File: config.mk
export PLATFORM = sky130hd
export DESIGN_NAME = forwarding_unit_multi_flat
export DESIGN_NICKNAME = d
export VERILOG_FILES = /design/src/rtl/forwarding_unit_multi_if.sv /design/src/rtl/forwarding_unit_multi.sv /design/src/flat_wrapper.sv
export SDC_FILE = /design/constraint.sdc
export NUM_CORES = 1
export LEC_CHECK = 0
export CELL_PAD_IN_SITES_DETAIL_PLACEMENT = 0
export CELL_PAD_IN_SITES_GLOBAL_PLACEMENT = 1
export CORE_MARGIN = 2
export CORE_UTILIZATION = 40
export DETAILED_ROUTE_END_ITERATION = 8
export PLACE_DENSITY_LB_ADDON = 0.3
export SETUP_SLACK_MARGIN = 0.2
export SLEW_MARGIN = 30
export SYNTH_ARGS = -nofsm -noshare
export SYNTH_HDL_FRONTEND = slang
export SYNTH_SLANG_ARGS = --single-unit
File: constraint.sdc
create_clock -name clock -period 6.49 [get_ports clock]
set_clock_uncertainty 0.2 [all_clocks]
set_input_delay 0.9735 -clock clock [delete_from_list [all_inputs] [get_ports clock]]
set_output_delay 0.9735 -clock clock [all_outputs]
set_load 0.05 [all_outputs]
File: src/rtl/forwarding_unit_multi_if.sv
// forwarding_unit_multi_if: decode-side bundle for the forwarding unit.
// The decode stage is master; the forwarding unit is slave.
interface forwarding_unit_multi_if #(
  parameter int ADDR_W   = 4,
  parameter int NUM_READ = 2,
  parameter int DEPTH    = 3,
  parameter int SEL_W    = $clog2(DEPTH + 1)
);
  logic                       fwd_enable;
  logic                       issue_valid;
  logic                       issue_wr_en;
  logic [ADDR_W-1:0]          issue_wr_addr;
  logic                       issue_is_load;
  logic                       flush;
  logic [NUM_READ-1:0]        rd_en;
  logic [NUM_READ*ADDR_W-1:0] rd_addr;
  logic [NUM_READ*SEL_W-1:0]  fwd_sel;
  logic                       stall;
  logic [15:0]                stall_count;

  modport master (
    output fwd_enable,
    output issue_valid,
    output issue_wr_en,
    output issue_wr_addr,
    output issue_is_load,
    output flush,
    output rd_en,
    output rd_addr,
    input  fwd_sel,
    input  stall,
    input  stall_count
  );

  modport slave (
    input  fwd_enable,
    input  issue_valid,
    input  issue_wr_en,
    input  issue_wr_addr,
    input  issue_is_load,
    input  flush,
    input  rd_en,
    input  rd_addr,
    output fwd_sel,
    output stall,
    output stall_count
  );
endinterface

File: src/rtl/forwarding_unit_multi.sv
// forwarding_unit_multi: bypass select and load-use / interlock stall
// for the last DEPTH in-flight register writers.
module forwarding_unit_multi #(
  parameter int ADDR_W   = 4,
  parameter int NUM_READ = 2,
  parameter int DEPTH    = 3,
  parameter bit ZERO_REG = 1'b1
) (
  input logic                    clock,
  input logic                    reset,
  forwarding_unit_multi_if.slave bus
);
  localparam int SEL_W = $clog2(DEPTH + 1);

  logic [DEPTH-1:0]               v_q;
  logic [DEPTH-1:0][ADDR_W-1:0]   addr_q;
  logic                           ld0_q;
  logic [NUM_READ-1:0][DEPTH-1:0] hit;
  logic [NUM_READ*SEL_W-1:0]      sel;
  logic                           stall;
  logic                           accept;
  logic [15:0]                    cnt_q;

  always_comb begin
    hit = '0;
    for (int p = 0; p < NUM_READ; p++) begin
      for (int k = 0; k < DEPTH; k++) begin
        hit[p][k] = bus.rd_en[p] & v_q[k] &
          (bus.rd_addr[p*ADDR_W +: ADDR_W] == addr_q[k]) &
          !(ZERO_REG &&
            (bus.rd_addr[p*ADDR_W +: ADDR_W] == '0));
      end
    end
  end

  // Scan oldest to youngest so the youngest match overwrites.
  always_comb begin
    sel = '0;
    if (bus.fwd_enable) begin
      for (int p = 0; p < NUM_READ; p++) begin
        for (int k = DEPTH - 1; k >= 0; k--) begin
          if (hit[p][k]) begin
            sel[p*SEL_W +: SEL_W] = SEL_W'(k + 1);
          end
        end
      end
    end
  end

  always_comb begin
    stall = 1'b0;
    for (int p = 0; p < NUM_READ; p++) begin
      if (bus.fwd_enable) begin
        stall = stall | (hit[p][0] & ld0_q);
      end else begin
        stall = stall | (|hit[p]);
      end
    end
    stall = stall & bus.issue_valid;
  end

  assign accept = bus.issue_valid & ~stall & ~bus.flush;

  // A load is only late while in stage 0, so older
  // stages need no load flag.
  always_ff @(posedge clock or negedge reset) begin
    if (!reset) begin
      v_q    <= '0;
      addr_q <= '0;
      ld0_q  <= 1'b0;
      cnt_q  <= '0;
    end else begin
      for (int k = DEPTH - 1; k >= 1; k--) begin
        v_q[k]    <= (k == 1) ? (v_q[k-1] & ~bus.flush)
                              : v_q[k-1];
        addr_q[k] <= addr_q[k-1];
      end
      v_q[0]    <= accept & bus.issue_wr_en;
      addr_q[0] <= accept ? bus.issue_wr_addr : '0;
      ld0_q     <= accept & bus.issue_is_load;
      if (stall && cnt_q != 16'hFFFF) begin
        cnt_q <= cnt_q + 16'd1;
      end
    end
  end

  assign bus.fwd_sel     = sel;
  assign bus.stall       = stall;
  assign bus.stall_count = cnt_q;
endmodule
File: src/flat_wrapper.sv
// flat-port wrapper written by rule: the top's interface ports become plain ports
module forwarding_unit_multi_flat 
#(
  parameter int ADDR_W   = 4,
  parameter int NUM_READ = 2,
  parameter int DEPTH    = 3,
  parameter bit ZERO_REG = 1'b1
)
  (clock, reset, bus_fwd_enable, bus_issue_valid, bus_issue_wr_en, bus_issue_wr_addr, bus_issue_is_load, bus_flush, bus_rd_en, bus_rd_addr, bus_fwd_sel, bus_stall, bus_stall_count);
  forwarding_unit_multi_if #(.ADDR_W(ADDR_W), .NUM_READ(NUM_READ), .DEPTH(DEPTH)) bus_i ();
  input logic clock;
  input logic reset;
  input wire logic [$bits(bus_i.fwd_enable)-1:0] bus_fwd_enable;
  input wire logic [$bits(bus_i.issue_valid)-1:0] bus_issue_valid;
  input wire logic [$bits(bus_i.issue_wr_en)-1:0] bus_issue_wr_en;
  input wire logic [$bits(bus_i.issue_wr_addr)-1:0] bus_issue_wr_addr;
  input wire logic [$bits(bus_i.issue_is_load)-1:0] bus_issue_is_load;
  input wire logic [$bits(bus_i.flush)-1:0] bus_flush;
  input wire logic [$bits(bus_i.rd_en)-1:0] bus_rd_en;
  input wire logic [$bits(bus_i.rd_addr)-1:0] bus_rd_addr;
  output wire logic [$bits(bus_i.fwd_sel)-1:0] bus_fwd_sel;
  output wire logic [$bits(bus_i.stall)-1:0] bus_stall;
  output wire logic [$bits(bus_i.stall_count)-1:0] bus_stall_count;
  assign bus_i.fwd_enable = bus_fwd_enable;
  assign bus_i.issue_valid = bus_issue_valid;
  assign bus_i.issue_wr_en = bus_issue_wr_en;
  assign bus_i.issue_wr_addr = bus_issue_wr_addr;
  assign bus_i.issue_is_load = bus_issue_is_load;
  assign bus_i.flush = bus_flush;
  assign bus_i.rd_en = bus_rd_en;
  assign bus_i.rd_addr = bus_rd_addr;
  assign bus_fwd_sel = bus_i.fwd_sel;
  assign bus_stall = bus_i.stall;
  assign bus_stall_count = bus_i.stall_count;
  forwarding_unit_multi #(.ADDR_W(ADDR_W), .NUM_READ(NUM_READ), .DEPTH(DEPTH), .ZERO_REG(ZERO_REG)) u_core (.clock(clock), .reset(reset), .bus(bus_i));
endmodule
Word level (Yosys, flattened, before mapping)
Index checks and enable logic that the tools add are counted.
{"block": "classes", "n_addsub": 1, "n_eq_ne": 7, "mux": 10, "bitwise": 30, "n_reduce_logical": 7}
{"cell": "AND 1 bit", "count": 26}
{"cell": "equality test 4 bit", "count": 6}
{"cell": "adder 16 x 1 -> 16 bit (second input constant)", "count": 1}
{"cell": "!= test 16 bit (second input constant)", "count": 1}
{"cell": "two-way mux 2 bit", "count": 6}
{"cell": "logical NOT 4 bit", "count": 2}
{"cell": "two-way mux 4 bit", "count": 2}
{"cell": "OR reduction 3 bit", "count": 2}
{"cell": "logical NOT 1 bit", "count": 2}
{"cell": "two-way mux 1 bit", "count": 2}
{"cell": "inverter 1 bit", "count": 2}
{"cell": "bitwise OR 1 bit", "count": 2}
{"cell": "logical AND 1 bit", "count": 1}
{"block": "totals", "ff_bits": 32, "input_bits": 21, "word_cells": 61}

Longest topological paths before layout
Gate-level depths: netlist (run 1).
{"block": "depth", "depth_word": 12, "depth_mapped": 9, "ltp_nobuf": 8}

Worst setup path before layout (run 1)
OpenSTA, ideal clock, no wires.
{"block": "synth_timing", "kind": "input-to-output", "from": "in bus_rd_addr[4]", "to": "out bus_fwd_sel[3]", "t_arrival_ps": 2774, "slack_ps": 2542, "path_stages": 4, "n_path_buf": 0, "path_cell_list": "o41ai_2 -> nor4_1 -> and3_1 -> nor3_1"}
{"block": "synth_between", "elab_chain_len": 7}
{"item": "start: declaration", "line_no": "flat_wrapper.sv:20", "source": "input wire logic [$bits(bus_i.rd_addr)-1:0] bus_rd_addr;"}
{"item": "equality test 4 bit / logical NOT 4 bit (equally long branches)", "line_no": "forwarding_unit_multi.sv:29, forwarding_unit_multi.sv:31"}
{"item": "AND 1 bit / logical NOT 1 bit (equally long branches)", "line_no": "forwarding_unit_multi.sv:28, forwarding_unit_multi.sv:30"}
{"item": "AND 1 bit", "line_no": "forwarding_unit_multi.sv:29", "source": "(bus.rd_addr[p*ADDR_W +: ADDR_W] == addr_q[k]) &"}
{"item": "two-way mux 2 bit (2 in a row)", "line_no": "forwarding_unit_multi.sv:42", "source": "if (hit[p][k]) begin"}
{"item": "two-way mux 2 bit (*)", "line_no": "forwarding_unit_multi.sv:42"}
{"item": "two-way mux 4 bit (*)", "line_no": "forwarding_unit_multi.sv:39", "source": "if (bus.fwd_enable) begin"}
{"item": "end: declaration", "line_no": "flat_wrapper.sv:21", "source": "output wire logic [$bits(bus_i.fwd_sel)-1:0] bus_fwd_sel;"}
Every way passes the cells marked *; elsewhere a longest branch is shown, timed or not.

Worst setup path after layout (run 1)
{"block": "layout_timing", "from": "in bus_rd_addr[6]", "to": "out bus_stall"}
{"block": "layout_between", "elab_chain_len": 7}
{"item": "equality test 4 bit / logical NOT 4 bit (equally long branches)", "line_no": "forwarding_unit_multi.sv:29, forwarding_unit_multi.sv:31"}
{"item": "AND 1 bit / logical NOT 1 bit (equally long branches)", "line_no": "forwarding_unit_multi.sv:28, forwarding_unit_multi.sv:30"}
{"item": "AND 1 bit", "line_no": "forwarding_unit_multi.sv:29"}
{"item": "OR reduction 3 bit / AND 1 bit (equally long branches)", "line_no": "forwarding_unit_multi.sv:56, forwarding_unit_multi.sv:54"}
{"item": "bitwise OR 1 bit (on tied branches)", "line_no": "forwarding_unit_multi.sv:56, forwarding_unit_multi.sv:54"}
{"item": "two-way mux 1 bit (*)", "line_no": "forwarding_unit_multi.sv:53", "source": "if (bus.fwd_enable) begin"}
{"item": "AND 1 bit (*)", "line_no": "forwarding_unit_multi.sv:59", "source": "stall = stall & bus.issue_valid;"}
{"item": "end: declaration", "line_no": "flat_wrapper.sv:22", "source": "output wire logic [$bits(bus_i.stall)-1:0] bus_stall;"}
Marked as above.

==> metrics, run 1 <==
setup fix buffers added after clock tree synthesis 0; post-synthesis average cell area 11.11 sq um; number of antenna-violating nets in the routed design 0; Post-Place Cell Area 0.002059 sq mm; deepest level of the CTS H-tree 2; Worst Setup Slack, final ~1.7 ns; fraction of power spent switching nets about a quarter; number of cells in the finished layout apart from fillers 240; fraction of final layout cells with drive strength greater than 1 8.333%; TritonCTS clock tree done; post-DR vias/cell 5.179; path type of the worst min-delay path reg2reg; total net switching power 0.0001058 W; clock slew at reported path FFs approximately 0.07 ns; antenna violations before repair 0; cell internal power dissipation 0.0003418 W; pin count of the biggest net entering global routing 33; r2r setup slk 3.99 ns; area share of the largest cell type after synthesis 50.39%; category of the worst setup path launch point primary input; starting utilization of the core area 42.45%; most common cell after layout, fill and taps aside clkdlybuf4s50_1; endpoint required time on the critical path 5.32 ns; CTS Root Buffer Type clkbuf_8; Hold-fix buffers, CTS 0; leak pwr about 0.94 nW; distinct cell type count of the synthesized netlist 26; fraction of power consumed by sequential logic 47.0%; Most used DFF post-synth dfrtp_1; initial drt markers 68; GR Util All Layers 18.62%; leading cell types by total area after synthesis dfrtp_1 (50%), xnor2_1 (11%), xor2_1 (10%); unrepaired setup endpoints after global routing no; dominant cell type by area after synthesis dfrtp_1; Longest Clk Path Bufs 2; outcome finished, final reports clean; Maximum Capacitance Violations 0; placed cell count 232; die height 67.03 microns; hpwl dp 2659 microns; Async SR Flop Fraction 100.0%; Final min period 4.763 ns; area of the core 0.003744 sq mm; number of diodes added for antenna fixing 0; nets@finish roughly 210; pin slew with the least headroom to its limit ~0.52 ns; number of cells traversed by the worst hold path 0; Placement Setup Slack 1.767 ns; count of flip-flops with a built-in enable after synthesis 0; Setup Total Neg Slack 0 ns; FMAX 209.9 MHz; first-pass GRT wire length 5982 microns; Worst Path Class, Setup in2out; floorplan row count 22; Top-Level Pins 42; drt pass-1 iters 4; total power density per cell area 206.2 mW/mm^2; synthesized area roughly 0.0016 sq mm; final weighted congestion in routability-driven placement 0.8252; routed wire length per instance 14.48 microns; die area roughly 0.0045 sq mm; Max rail drop VDD 0.1781 mV; share of the clock period used by the worst path 73.39%; final max-slew violation count 0; count of unresolved DRC violations after routing 0; Relative slew margins 65.21%; overall via count from detail_route 1243; area growth from synthesis to layout 36.61%; category of the worst setup path capture point output port; Congestion Overflow GR 0; sequential cell area fraction in the yosys report around half; Syn Nets 165; vias in the first global route around 1.3k; post-route cell area ~0.0022 sq mm; number of endpoints with negative hold slack in the final report 0; CTS sink count 32; arrival time reported for the critical path endpoint 3.59 ns; die width 67.03 microns; clock share of power a little over two fifths; Worst R2R Path Depth 7; CP max FO 6; relative contribution of combinational cells to total power between 10% and 20%; count of final setup violators 0; number of buffers created by CTS 5; Post-Syn Instances approximately 140; number of gates resized after CTS 0; top library cells by usage in the layout, fill and taps aside clkdlybuf4s50_1 (41), dfrtp_1 (32), xnor2_1 (20); final routed wirelength across all metal layers 3476 microns; count of input and output buffers 41; latest clock arrival within the worst-skew pair 0.29 ns; count of warnings emitted by yosys 0; post-synthesis sequential element count 32
==> path summary, 6_finish.rpt <==
check | to | startpoint
setup / recovery | bus_stall | bus_rd_addr[6]
hold / removal | u_core.v_q[2] | u_core.v_q[1]
setup reg to reg | u_core.bus.stall_count[1] | u_core.addr_q[10]
hold reg to reg | u_core.v_q[2] | u_core.v_q[1]
max in group asynchronous | u_core.v_q[0] | reset
min in group asynchronous | u_core.bus.stall_count[9] | reset
==> worst max-delay path, stage by stage <==
cell,delay (ns)
clkdlybuf4s50_1,0.52
xor2_1,0.21
nor3_1,0.22
nand3_1,0.13
a21o_1,0.22
a21o_1,0.22
a21oi_2,0.25
clkdlybuf4s50_1,0.85
==> stage by stage <==
step | util [%] | total power [W] | hold WS (ns)
detailed placement | 55.01 | 0.0002629 | 0.2189
global route | 57.99 | 0.0004691 | 0.2669
CTS | 57.99 | 0.0004536 | 0.2432
finish | 57.99 | 0.0004476 | 0.2428
floorplan | - | 0.0002343 | 0.1731
global placement | 55.01 | 0.0002614 | 0.2148
==> Yosys cell counts, drive strengths merged, types with 2 or more instances <==
library cell  instances
and3                  7
dfrtp                32
nand3                11
nor2                  7
a21oi                 3
a21o                  3
o21ai                 2
xnor2                20
nor3                  6
nor4                  2
xor2                 19
nor2b                 2
nand4                 5
o41ai                 2
and2                  8
nand2                 6
==> flip-flops by register name (all words and copies together) (netlist names) <==
| signal | count |
|---|---|
| u_core.v_q | 3 |
| u_core.bus.stall_count | 16 |
| u_core.addr_q | 12 |
| u_core.ld0_q | 1 |
==> power by group through the flow <==
| stage | clock network (W) | registers, W | logic, W |
|---|---|---|---|
| final | 0.000189 | 0.000210 | 0.0000482 |
| after global routing | 0.000205 | 0.000211 | 0.0000529 |
| after CTS | 0.000194 | 0.000210 | 0.0000488 |
| after detailed placement | 0 | 0.000214 | 0.0000486 |
| after global placement | 0 | 0.000214 | 0.0000476 |
| after floorplan | 0 | 0.000218 | 0.0000162 |
==> routing by layer <==
metal	up-vias	routed length (microns)	track usage, %
li1	591	-	-
met1	608	1664	24.63
met2	37	1582	28.47
met3	7	178	4.730
met4	0	51	8.418
met5	-	0	0
==> layout make-up <==
type	count	area, sq um
fill	340	1573
timing repair buffer	42	417.9
sequential	32	800.8
multi-input combinational	109	777.0
clock buffer	5	68.82
clock inverter	3	42.54
tap	48	60.06
inverter	1	3.754
==> cell families (layout without fill, tap and decap cells) <==
group | count (synthesis) | in the layout | share of synthesized area [%]
multiplexers | 1 | 1 | 0.7086
AND/OR/NAND/NOR | 55 | 55 | 18.82
buffers and inverters | 2 | 51 | 0.7086
XOR/XNOR | 39 | 39 | 21.50
flip-flops | 32 | 32 | 50.39
AO/OA/AOI/OAI | 13 | 13 | 7.087
adder cells (fa/ha/maj) | 1 | 1 | 0.7873
No activity file was read; power rests on OpenSTA's default activity.
==> run 2: changes to the inputs <==
- CORE_UTILIZATION: 40 -> 33
- clock period: 6.49 -> 4.2 ns (I/O delays scaled with it)
==> run 2 against run 1 <==
- non-clock buffer count did not move
- first-iteration DRC count shrank 47%
- clock power increased by 71%
- register-to-register slack lost 2.4 ns
- cell count up 2.5%
- core utilization is 11 points lower
==> metrics, run 2 (synthesized netlist as in run 1, its figures left out) <==
CP max FO 4 (-2); Setup Total Neg Slack 0 ns (unchanged); die width 73.39 microns (+9.5%); CTS Root Buffer Type clkbuf_8; Hold-fix buffers, CTS 0 (unchanged); leak pwr 1.005 nW (+7.3%); TritonCTS clock tree done; Reg2Reg Launch Point u_core.addr_q[4]; count of unresolved DRC violations after routing 0 (unchanged); Most Frequent Cell on Critical Path clkdlybuf4s50_1; number of endpoints with negative hold slack in the final report 0 (unchanged); total power density per cell area 328.7 mW/mm^2 (+59%); Congestion Overflow GR 0 (unchanged); pin slew with the least headroom to its limit 0.5612 ns (+0.04092 ns); fraction of final layout cells with drive strength greater than 1 8.854% (+0.52 points); Final min period 3.732 ns; starting utilization of the core area 33.87% (-8.6 points); Top-Level Pins 42 (unchanged); initial drt markers 36 (-47%); drt pass-1 iters 4 (unchanged); Worst Hold Launch u_core.v_q[1]; area of the core 0.004692 sq mm (+25%); number of buffers created by CTS 5 (unchanged); Longest Clk Path Bufs 2 (unchanged); Largest stage delay, worst path 0.81 ns (-0.04 ns); hpwl dp 2703 microns (+1.7%); clock share of power 44.8% (+2.6 points); relative contribution of combinational cells to total power 10.2% (-0.6 points); number of diodes added for antenna fixing 0 (unchanged); count of final setup violators 0 (unchanged); Relative slew margins 62.37% (-2.8 points); Worst Path Class, Setup in2out; critical path, cell by cell clkdlybuf4s50_1 -> o41ai_2 -> nor4_1 -> and3_1 -> a21oi_1 -> nor2_1 -> clkdlybuf4s50_1; pin count of the biggest net entering global routing 33 (unchanged); routed wire length per instance 14.49 microns (about the same); area growth from synthesis to layout 38.35%; cell with the biggest individual delay on the critical path clkdlybuf4s50_1; setup fix buffers added after clock tree synthesis 0 (unchanged); post-DR vias/cell 4.939 (-4.6%); endpoint required time on the critical path 3.37 ns (-1.95 ns); share of the clock period used by the worst path 88.86%; latest clock arrival within the worst-skew pair 0.29 ns (about the same); Power, Total 0.0007227 W (+61%); unrepaired setup endpoints after global routing no; final routed wirelength across all metal layers 3565 microns (+2.6%); arrival time reported for the critical path endpoint 2.90 ns (-0.69 ns); category of the worst setup path capture point output port; count of input and output buffers 41 (unchanged); CTS sink count 32 (unchanged); vias in the first global route 1261 (+0.72%); path type of the worst min-delay path reg2reg; floorplan row count 25 (+14%); die height 73.39 microns (+9.5%); number of gates resized after CTS 0 (unchanged); Maximum Capacitance Violations 0 (unchanged); fraction of power consumed by sequential logic 44.9% (-2.1 points); clock slew at reported path FFs 0.07 ns (about the same); fraction of power spent switching nets 22.21% (-1.4 points); FMAX 267.9 MHz; most common cell after layout, fill and taps aside clkdlybuf4s50_1; GR Util All Layers 14.77% (-3.9 points); outcome finished, final reports clean; total net switching power 0.0001605 W (+52%); deepest level of the CTS H-tree 2 (unchanged); category of the worst setup path launch point primary input; nets@finish 213 (unchanged); antenna violations before repair 0 (unchanged); cell internal power dissipation 0.0005622 W (+64%); flip-flop count of the largest register after layout 16 (unchanged); Max rail drop VDD 0.1430 mV (-20%); Critical Path Start bus_rd_addr[2]; final max-slew violation count 0 (unchanged); final weighted congestion in routability-driven placement 0.8615 (+4.4%); first-pass GRT wire length 5920 microns (-1.0%); overall via count from detail_route 1215 (-2.3%); die area 0.005386 sq mm (+20%); number of antenna-violating nets in the routed design 0 (unchanged); top library cells by usage in the layout, fill and taps aside clkdlybuf4s50_1 (37), dfrtp_1 (32), xnor2_1 (20)
run 2: cell count changes in the layout (fill, tap and decap cells not counted), sizes merged:
cell	before	now
clkbuf	5	7
dlymetal6s2s	0	3
clkinvlp	1	0
clkdlybuf4s50	41	37
clkinv	1	0
buf	1	2
run 2: critical path: cells and delay by family:
family | cells | cell delay [ns]
AO/OA/AOI/OAI | 2 | 0.19
buffers and inverters | 2 | 1.44
AND/OR/NAND/NOR | 3 | 0.64
run 2: final timing paths:
check	slack [ns]	end	cells after the start
max	0.47	bus_fwd_sel[0]	7
min	0.22	u_core.v_q[2]	0
max reg2reg	1.64	u_core.bus.stall_count[1]	7
min reg2reg	0.22	u_core.v_q[2]	0
max in group asynchronous	2.97	u_core.addr_q[0]	2
min in group asynchronous	0.53	u_core.bus.stall_count[12]	2
run 2: layout make-up:
cell class / instances / area [sq um]
Fill cell: 446 / 2494
Timing Repair Buffer: 42 / 422.9
Inverter: 1 / 3.754
Clock buffer: 7 / 96.34
Clock inverter: 1 / 30.03
Sequential cell: 32 / 800.8
Multi-Input combinational cell: 109 / 777.0
Tap cell: 54 / 67.56
run 2: per-stage QoR:
step           hold WS [ns]  setup WS (ns)  cell area (sq um)  util, %  std cells
6_report             0.2210         0.4678               2198    46.85        246
3_3_place_gp         0.2108         0.3570               2064    44.00        238
3_5_place_dp         0.2078         0.3461               2064    44.00        238
5_1_grt              0.2376         0.3174               2198    46.85        246
4_1_cts              0.2229         0.3403               2191    46.69        246
2_1_floorplan        0.1344         0.9393               1589        -        143
run 2: layer usage:
layer / track usage (%) / up-vias / wire (microns)
li1: - / 590 / -
met1: 17.38 / 588 / 1588
met2: 24.62 / 30 / 1712
met3: 4.252 / 7 / 187
met4: 7.273 / 0 / 77
met5: 0 / - / 0
run 2: power by group through the flow:
| stage | Sequential, W | Clock (W) | Combinational, W |
|---|---|---|---|
| after floorplan | 0.000337 | 0 | 0.0000250 |
| after global placement | 0.000330 | 0 | 0.0000746 |
| after detailed placement | 0.000331 | 0 | 0.0000753 |
| after CTS | 0.000325 | 0.000333 | 0.0000757 |
| after global routing | 0.000326 | 0.000345 | 0.0000808 |
| final | 0.000325 | 0.000324 | 0.0000740 |
